--- config.mk ---
export PLATFORM = sky130hd
export DESIGN_NAME = sinewave_rom
export DESIGN_NICKNAME = d
export VERILOG_FILES = /design/src/rtl/sinewave_pkg.sv /design/src/rtl/sine_quarter_lut.sv /design/src/rtl/sinewave_rom.sv
export SDC_FILE = /design/constraint.sdc
export NUM_CORES = 1
export LEC_CHECK = 0
export ABC_AREA = 1
export ABC_CLOCK_PERIOD_IN_PS = 2000
export CAP_MARGIN = 10
export CELL_PAD_IN_SITES_DETAIL_PLACEMENT = 0
export CELL_PAD_IN_SITES_GLOBAL_PLACEMENT = 1
export CORE_UTILIZATION = 36
export DETAILED_ROUTE_END_ITERATION = 8
export PLACE_DENSITY_LB_ADDON = 0.1
export SLEW_MARGIN = 5
export SYNTH_ARGS = -nofsm -noshare
export SYNTH_HDL_FRONTEND = slang
export SYNTH_SLANG_ARGS = --single-unit
--- constraint.sdc ---
create_clock -name clock -period 2 [get_ports clock]
set_input_delay 0.6 -clock clock [delete_from_list [all_inputs] [get_ports clock]]
set_output_delay 0.6 -clock clock [all_outputs]
set_load 0.02 [all_outputs]
--- src/rtl/sinewave_pkg.sv ---
// Shared widths, constants and types for the sine look-up ROM.
package sinewave_pkg;

    localparam int unsigned ADDR_W    = 6;
    localparam int unsigned DATA_W    = 8;
    localparam int unsigned QIDX_W    = 5;
    localparam logic [7:0]  MIDSCALE  = 8'd128;
    localparam logic [7:0]  AMPLITUDE = 8'd127;

    typedef logic [ADDR_W-1:0] phase_t;
    typedef logic [DATA_W-1:0] sample_t;
    typedef logic [QIDX_W-1:0] qidx_t;

endpackage

--- src/rtl/sine_quarter_lut.sv ---
// Quarter-wave sine table: Q[k] = 128 + round(127*sin(2*pi*k/64)), k = 0..16.
// Ports:
//   idx    in  5-bit quarter index, legal range 0..16
//   sample out offset-binary sample (combinational)
module sine_quarter_lut
    import sinewave_pkg::*;
(
    input  qidx_t   idx,
    output sample_t sample
);

    // Rising quarter of the waveform; indices above 16 never occur.
    always_comb begin
        sample = MIDSCALE;
        case (idx)
            5'd0:    sample = 8'd128;
            5'd1:    sample = 8'd140;
            5'd2:    sample = 8'd153;
            5'd3:    sample = 8'd165;
            5'd4:    sample = 8'd177;
            5'd5:    sample = 8'd188;
            5'd6:    sample = 8'd199;
            5'd7:    sample = 8'd209;
            5'd8:    sample = 8'd218;
            5'd9:    sample = 8'd226;
            5'd10:   sample = 8'd234;
            5'd11:   sample = 8'd240;
            5'd12:   sample = 8'd245;
            5'd13:   sample = 8'd250;
            5'd14:   sample = 8'd253;
            5'd15:   sample = 8'd254;
            5'd16:   sample = 8'd255;
            default: sample = MIDSCALE;
        endcase
    end

endmodule

--- src/rtl/sinewave_rom.sv ---
// 64-entry, 8-bit offset-binary sine ROM with one cycle of address latency.
// Optional macro SINEWAVE_ROM_QUARTER_EN: store only a quarter-wave table and
// rebuild the other three quadrants by mirroring; output is bit-identical.
// Ports:
//   clock   in  single clock, all updates on posedge
//   rst_n   in  synchronous active-low reset (forces q to midscale next edge)
//   address in  phase index 0..63
//   q       out sample for the address registered on the previous edge
module sinewave_rom #(
    parameter int unsigned ADDR_W = sinewave_pkg::ADDR_W,
    parameter int unsigned DATA_W = sinewave_pkg::DATA_W
) (
    input  logic              clock,
    input  logic              rst_n,
    input  logic [ADDR_W-1:0] address,
    output logic [DATA_W-1:0] q
);

    import sinewave_pkg::*;

    // Only the 64 x 8 geometry has a table behind it.
    if (ADDR_W != 6 || DATA_W != 8) begin : g_bad_geometry
        $error("sinewave_rom supports only ADDR_W=6 and DATA_W=8");
    end

    phase_t addr_q;

    // Address register; reset selects entry 0 (midscale).
    always_ff @(posedge clock) begin
        if (!rst_n) begin
            addr_q <= '0;
        end else begin
            addr_q <= phase_t'(address);
        end
    end

`ifdef SINEWAVE_ROM_QUARTER_EN
    logic    half;
    qidx_t   idx;
    sample_t quarter_sample;

    // Second quarter of each half mirrors the first around index 16.
    always_comb begin
        half = addr_q[5];
        idx  = addr_q[4] ? QIDX_W'(6'd32 - {1'b0, addr_q[4:0]}) : addr_q[4:0];
    end

    sine_quarter_lut u_quarter_lut (
        .idx    (idx),
        .sample (quarter_sample)
    );

    // Negative half is the positive half reflected about midscale.
    always_comb begin
        q = half ? DATA_W'(9'd256 - {1'b0, quarter_sample}) : DATA_W'(quarter_sample);
    end
`else
    sample_t sample;

    // Full-period table indexed directly by the registered address.
    always_comb begin
        sample = MIDSCALE;
        case (addr_q)
            6'd0:  sample = 8'd128;  6'd1:  sample = 8'd140;
            6'd2:  sample = 8'd153;  6'd3:  sample = 8'd165;
            6'd4:  sample = 8'd177;  6'd5:  sample = 8'd188;
            6'd6:  sample = 8'd199;  6'd7:  sample = 8'd209;
            6'd8:  sample = 8'd218;  6'd9:  sample = 8'd226;
            6'd10: sample = 8'd234;  6'd11: sample = 8'd240;
            6'd12: sample = 8'd245;  6'd13: sample = 8'd250;
            6'd14: sample = 8'd253;  6'd15: sample = 8'd254;
            6'd16: sample = 8'd255;  6'd17: sample = 8'd254;
            6'd18: sample = 8'd253;  6'd19: sample = 8'd250;
            6'd20: sample = 8'd245;  6'd21: sample = 8'd240;
            6'd22: sample = 8'd234;  6'd23: sample = 8'd226;
            6'd24: sample = 8'd218;  6'd25: sample = 8'd209;
            6'd26: sample = 8'd199;  6'd27: sample = 8'd188;
            6'd28: sample = 8'd177;  6'd29: sample = 8'd165;
            6'd30: sample = 8'd153;  6'd31: sample = 8'd140;
            6'd32: sample = 8'd128;  6'd33: sample = 8'd116;
            6'd34: sample = 8'd103;  6'd35: sample = 8'd91;
            6'd36: sample = 8'd79;   6'd37: sample = 8'd68;
            6'd38: sample = 8'd57;   6'd39: sample = 8'd47;
            6'd40: sample = 8'd38;   6'd41: sample = 8'd30;
            6'd42: sample = 8'd22;   6'd43: sample = 8'd16;
            6'd44: sample = 8'd11;   6'd45: sample = 8'd6;
            6'd46: sample = 8'd3;    6'd47: sample = 8'd2;
            6'd48: sample = 8'd1;    6'd49: sample = 8'd2;
            6'd50: sample = 8'd3;    6'd51: sample = 8'd6;
            6'd52: sample = 8'd11;   6'd53: sample = 8'd16;
            6'd54: sample = 8'd22;   6'd55: sample = 8'd30;
            6'd56: sample = 8'd38;   6'd57: sample = 8'd47;
            6'd58: sample = 8'd57;   6'd59: sample = 8'd68;
            6'd60: sample = 8'd79;   6'd61: sample = 8'd91;
            6'd62: sample = 8'd103;  6'd63: sample = 8'd116;
            default: sample = MIDSCALE;
        endcase
    end

    always_comb begin
        q = DATA_W'(sample);
    end
`endif

endmodule

==> results of run 1 <==
where the power goes:
| part | total, W | internal, W | leakage (nW) | switching (W) |
|---|---|---|---|---|
| combinational | 0.000329 | 0.000147 | 0.723 | 0.000183 |
| sequential | 0.000184 | 0.000180 | 0.0672 | 0.00000437 |
| clock | 0.000116 | 0.0000681 | 0.0138 | 0.0000474 |
| total | 0.000629 | 0.000395 | 0.804 | 0.000234 |
through the flow:
stage,util,total power (W)
after floorplan,-,0.000368
after global placement,0.507,0.000507
after detailed placement,0.507,0.000506
after CTS,0.517,0.000628
after global routing,0.526,0.000675
final,0.526,0.000629
routing by layer:
metal / GRT usage / share of wire / up-vias
met3: 0.0281 / 0.079 / 6
met4: 0.0750 / 0.012 / 0
met5: 0 / 0 / -
met1: 0.278 / 0.42 / 563
li1: - / - / 660
met2: 0.375 / 0.49 / 68
path summary, 6_finish.rpt:
path,from,end,slack (ns),depth (start not counted)
worst max-delay path,address[1],q[1]$_DFF_P_,0.08,11
worst min-delay path,address[0],q[0]$_DFF_P_,1.03,5
critical path: cells and delay by family:
kind / cells / cell delay, ns
and+or+nand+nor: 8 / 0.65
buffers and inverters: 2 / 0.63
adders and majority gates: 1 / 0.17
timing repair:
item | in CTS | in global routing
resized for setup | 3 | 6
hold endpoints to repair | 0 | 0
pin swaps | 0 | 1
setup endpoints to repair | 5 | 5
synth_stat cells:
cell type,count,area [um2]
buf_4,1,7.51
a21oi_1,3,15.0
nor2_2,2,12.5
nand2_1,68,255
a21oi_2,1,8.76
nor2_1,1,3.75
nand3_2,1,10.0
nand2_4,2,22.5
o211ai_1,1,7.51
nand2_2,1,6.26
ha_1,8,100
a31oi_1,2,12.5
buf_2,1,5.00
o21ai_0,1,5.00
inv_2,1,3.75
inv_1,18,67.6
o31ai_1,1,7.51
buf_6,5,56.3
inv_4,1,6.26
nand3_1,49,245
nand4_1,2,12.5
dfxtp_1,8,160
logic make-up after synthesis:
logic type	count (synthesis)	synth area share
AOI/OAI and AO/OA	9	0.0546
DFF	8	0.155
and+or+nand+nor	126	0.551
buffers and inverters	27	0.142
adders and majority gates	8	0.0971
layout make-up:
cell class / instances / area, um2 / area share
clock buffers: 3 / 22.5 / 0.0157
inverters: 20 / 77.6 / 0.0540
multi-input cells: 143 / 752 / 0.523
flip-flops and latches: 8 / 160 / 0.111
well taps: 31 / 38.8 / 0.0270
repair buffers: 43 / 387 / 0.269
==> out/metrics.yaml, run 1 <==
arrival_ns: 2.06
post-place-ws_ns: -0.318
cts_tree: "built"
nets: 235
cap_violations: 0
row_count: 19
tns_ns: 0
cp_cell_sequence: "clkdlybuf4s50_1, nand2_4, inv_2, ha_1, nand2_1, nand3_1, nand2_1, nand2_1, nand2_1, nand2_1, nand2_1"
syn_nets: 194
ys_seq_area_frac: 0.155
grt_pass1_wl_mm: 5.38
fin_crit_sh: 0.961
dr_total_vias: 1297
antenna_found_initial: 0
cts.path.max_buffers: 2
cts_setup_buffers: 0
htreeDepth: 1
dr.first_iter.drc_count: 85
fin_cells: 248
ys_ff_latch: 8
hold_viol_final: 0
diodes: 0
clock-sinks: 8
place_hpwl_mm: 2.57
slew_headroom: 0.819
cts_buffers: 3
crit_fanout: 6
wl_per_cell_um: 13.1
start_util: 0.377
cp-start-kind: "input pin"
grt_pass1_vias: 1212
final_common_cell: "nand2_1"
holdBufCountCts: 0
layout_common_cells: "nand2_1 (66), nand3_1 (49), buf_4 (26), inv_1 (16), clkdlybuf4s50_1 (13)"
portBuffers: 15
gp_congestion: 0.923
grtUsageTotal: 0.218
p_leak_nw: 0.804
cp.required_ns: 2.14
first_pass_iters: 4
die_w_um: 55.5
drcViolationCount: 0
largest_reg_flops: 8
status: "complete, no violations"
final.fill_count: 288
holdCritPathClass: "input pin to flop"
max_freq_ghz: 0.520
place_area_um2: 1390
core_area_um2: 2730
worstSetupPathType: "input pin to flop"
tightest_slew_ns: 0.272
cts_root_buf: "clkbuf_4"
hold_ws_ns: 1.03
dieHeight_um: 55.5
fin_area_um2: 1440
yosys_warnings: 0
cp_common_cell: "nand2_1"
viasPerCell: 5.23
critPathCaptureType: "flop"
netlist_area_um2: 1030
die_area_um2: 3080
wl_mm: 3.25
fin_crit_ns: 1.92
finalMaxSlewViolations: 0
clk_pin_slew_ns: 0.05
drtAntennaViolNets: 0
timing.final.ws_setup_ns: 0.0786
slowest_stage: "clkdlybuf4s50_1"
yosys.cell_types.count: 22
power_density_nw_per_um2: 438
grt_max_degree: 17
cpPeakStageDelay_ns: 0.52
setup_viol: 0
layout-drive-gt1-share: 0.207
dp.cells: 245
area_delta_synth_final_pct: 39.4
ios: 16
syn_avg_cell_area_um2: 5.79
syn_inst: 178
vdd_drop_max_mv: 0.384
grt_overflow: 0
Power figures use the tool's default switching activity.
==> run 2: changes to the inputs <==
--- a/config.mk
+++ b/config.mk
@@ -10,9 +10,10 @@
 export CAP_MARGIN = 10
 export CELL_PAD_IN_SITES_DETAIL_PLACEMENT = 0
 export CELL_PAD_IN_SITES_GLOBAL_PLACEMENT = 1
+export CORE_MARGIN = 2
 export CORE_UTILIZATION = 36
 export DETAILED_ROUTE_END_ITERATION = 8
-export PLACE_DENSITY_LB_ADDON = 0.1
+export PLACE_DENSITY = 0.87
 export SLEW_MARGIN = 5
 export SYNTH_ARGS = -nofsm -noshare
 export SYNTH_HDL_FRONTEND = slang
==> out/metrics.yaml, run 2 (synthesis gave the netlist of run 1 again) <==
hold_ws_ns: 1.04  # was 1.03 ns
diodes: 0  # unchanged
gp_congestion: 0.933  # was 0.923
cap_violations: 0  # unchanged
wl_per_cell_um: 13.7  # was 13.1 um
die_w_um: 57.5  # was 55.5 um
tightest_slew_ns: 0.231  # was 0.272 ns
layout-drive-gt1-share: 0.195  # was 0.207
status: "complete, no violations"  # unchanged
cp-start-kind: "input pin"  # unchanged
fin_crit_sh: 0.963  # was 0.961
clk_pin_slew_ns: 0.06  # was 0.05 ns
power_w: 0.000630  # was 0.000629 W
hold_viol_final: 0  # unchanged
critPathCaptureType: "flop"  # unchanged
viasPerCell: 5.30  # was 5.23
crit_fanout: 5  # was 6
p_clk_frac: 0.191  # was 0.184
grt_max_degree: 17  # unchanged
cts_buffers: 3  # unchanged
seqPwrFrac: 0.293  # about the same
portBuffers: 15  # unchanged
layout_common_cells: "nand2_1 (66), nand3_1 (49), buf_4 (24), inv_1 (17), clkdlybuf4s50_1 (14)"  # was nand2_1 (66), nand3_1 (49), buf_4 (26), inv_1 (16), clkdlybuf4s50_1 (13)
cpPeakStageDelay_ns: 0.43  # was 0.52 ns
rsz0062_at_grt: "no"
max_freq_ghz: 0.519  # was 0.520 GHz
p_switching_w: 0.000239  # was 0.000234 W
path_delay_family: "buffers and inverters"  # was simple AND/OR/NAND/NOR gates
drcViolationCount: 0  # unchanged
ios: 16  # unchanged
holdPathStages: 6  # was 5
cp_common_cell: "nand2_1"  # unchanged
die_area_um2: 3310  # was 3080 um2
antenna_found_initial: 0  # unchanged
nets: 233  # was 235
hp-start: "rst_n"  # was address[0]
p_leak_nw: 0.791  # was 0.804 nW
vdd_drop_max_mv: 0.394  # was 0.384 mV
area_delta_synth_final_pct: 37.6  # was 39.4%
slew_headroom: 0.845  # was 0.819
cts.path.max_buffers: 2  # unchanged
holdCritPathClass: "input pin to flop"  # unchanged
fin_cells: 246  # was 248
slowest_stage: "clkdlybuf4s50_1"  # unchanged
dp.cells: 243  # was 245
start_util: 0.377  # unchanged
p_int_w: 0.000391  # was 0.000395 W
finalMaxSlewViolations: 0  # unchanged
core_area_um2: 2730  # unchanged
finish.utilization: 0.519  # was 0.526
dieHeight_um: 57.5  # was 55.5 um
cp_cell_sequence: "clkdlybuf4s50_1, nand2_2, inv_2, buf_4, ha_1, nand2_1, nand3_1, nand3_1, nand2_1, nand2_1, nand2_1"  # was clkdlybuf4s50_1, nand2_4, inv_2, ha_1, nand2_1, nand3_1, nand2_1, nand2_1, nand2_1, nand2_1, nand2_1
fin_crit_ns: 1.93  # was 1.92 ns
place_hpwl_mm: 2.73  # was 2.57 mm
sw_frac_of_total: 0.380  # was 0.373
grt_pass1_vias: 1281  # was 1212
grt_overflow: 0  # unchanged
drtAntennaViolNets: 0  # unchanged
row_count: 19  # unchanged
power_density_nw_per_um2: 444  # was 438 nW/um2
timing.final.ws_setup_ns: 0.0735  # was 0.0786 ns
cts_tree: "built"  # unchanged
comb_power_share: 0.515  # was 0.523
hold_end: "q[5]$_DFF_P_"  # was q[0]$_DFF_P_
cts_root_buf: "clkbuf_4"  # unchanged
holdBufCountCts: 0  # unchanged
clock-sinks: 8  # unchanged
arrival_ns: 2.07  # was 2.06 ns
final_common_cell: "nand2_1"  # unchanged
post-place-ws_ns: -0.271  # was -0.318 ns
cp.required_ns: 2.15  # was 2.14 ns
critical_path_buf_inv_count: 3  # was 2
grt_pass1_wl_mm: 5.84  # was 5.38 mm
first_pass_iters: 5  # was 4
largest_reg_flops: 8  # unchanged
grtUsageTotal: 0.226  # was 0.218
wl_mm: 3.38  # was 3.25 mm
worstSetupPathType: "input pin to flop"  # unchanged
setup_viol: 0  # unchanged
dr_total_vias: 1303  # was 1297
htreeDepth: 1  # unchanged
dr.first_iter.drc_count: 81  # was 85
-- run 2: cell types whose count changed in the layout (fill, tap and decap cells not counted), sizes merged --
cell / delta
clkdlybuf4s50: +1
buf: -2
dlygate4sd2: -1
-- run 2: cell type report --
class | instances | area (um2)
Fill cell | 282 | 1320
Tap cell | 31 | 38.8
Sequential cell | 8 | 160
Multi-Input combinational cell | 143 | 747
Inverter | 20 | 77.6
Clock buffer | 3 | 22.5
Timing Repair Buffer | 41 | 373
-- run 2: power by group through the flow --
stage | Sequential (W) | Clock [W] | Combinational (W)
floorplan | 0.000214 | 0 | 0.000154
global placement | 0.000188 | 0 | 0.000313
global route | 0.000185 | 0.000135 | 0.000356
CTS | 0.000185 | 0.000125 | 0.000316
finish | 0.000185 | 0.000121 | 0.000325
detailed placement | 0.000188 | 0 | 0.000314
-- run 2: timing repair --
item                       CTS  global route
setup endpoints to repair    2             7
resized for setup            2             4
setup buffers                0             0
pin swaps                    0             1
-- run 2: worst max path at each step --
| stage | slack [ns] | endpoint | start | cells past startpoint |
|---|---|---|---|---|
| 2_1_floorplan | 0.23 | q[2]$_DFF_P_ | rst_n | 11 |
| 3_3_place_gp | -0.21 | q[1]$_DFF_P_ | rst_n | 10 |
| 3_5_place_dp | -0.27 | q[2]$_DFF_P_ | rst_n | 11 |
| 4_1_cts | 0.02 | q[2]$_DFF_P_ | rst_n | 11 |
| 5_1_grt | 0.005 | q[2]$_DFF_P_ | address[0] | 11 |
| 6_report | 0.07 | q[2]$_DFF_P_ | address[1] | 11 |
-- run 2: through the flow --
| step | TNS [ns] | area (um2) |
|---|---|---|
| 4_1_cts | 0 | 1400 |
| 3_3_place_gp | -1.31 | 1370 |
| 6_report | 0 | 1420 |
| 2_1_floorplan | 0 | 1030 |
| 5_1_grt | 0 | 1420 |
| 3_5_place_dp | -1.67 | 1370 |
-- run 2: metal layers --
layer / vias to the layer above / track usage / share of wire / wire length (um)
met3: 6 / 0.0295 / 0.082 / 277
met2: 63 / 0.381 / 0.48 / 1610
met1: 574 / 0.291 / 0.43 / 1460
li1: 660 / - / - / -
met4: 0 / 0.0831 / 0.0098 / 33
met5: - / 0 / 0 / 0
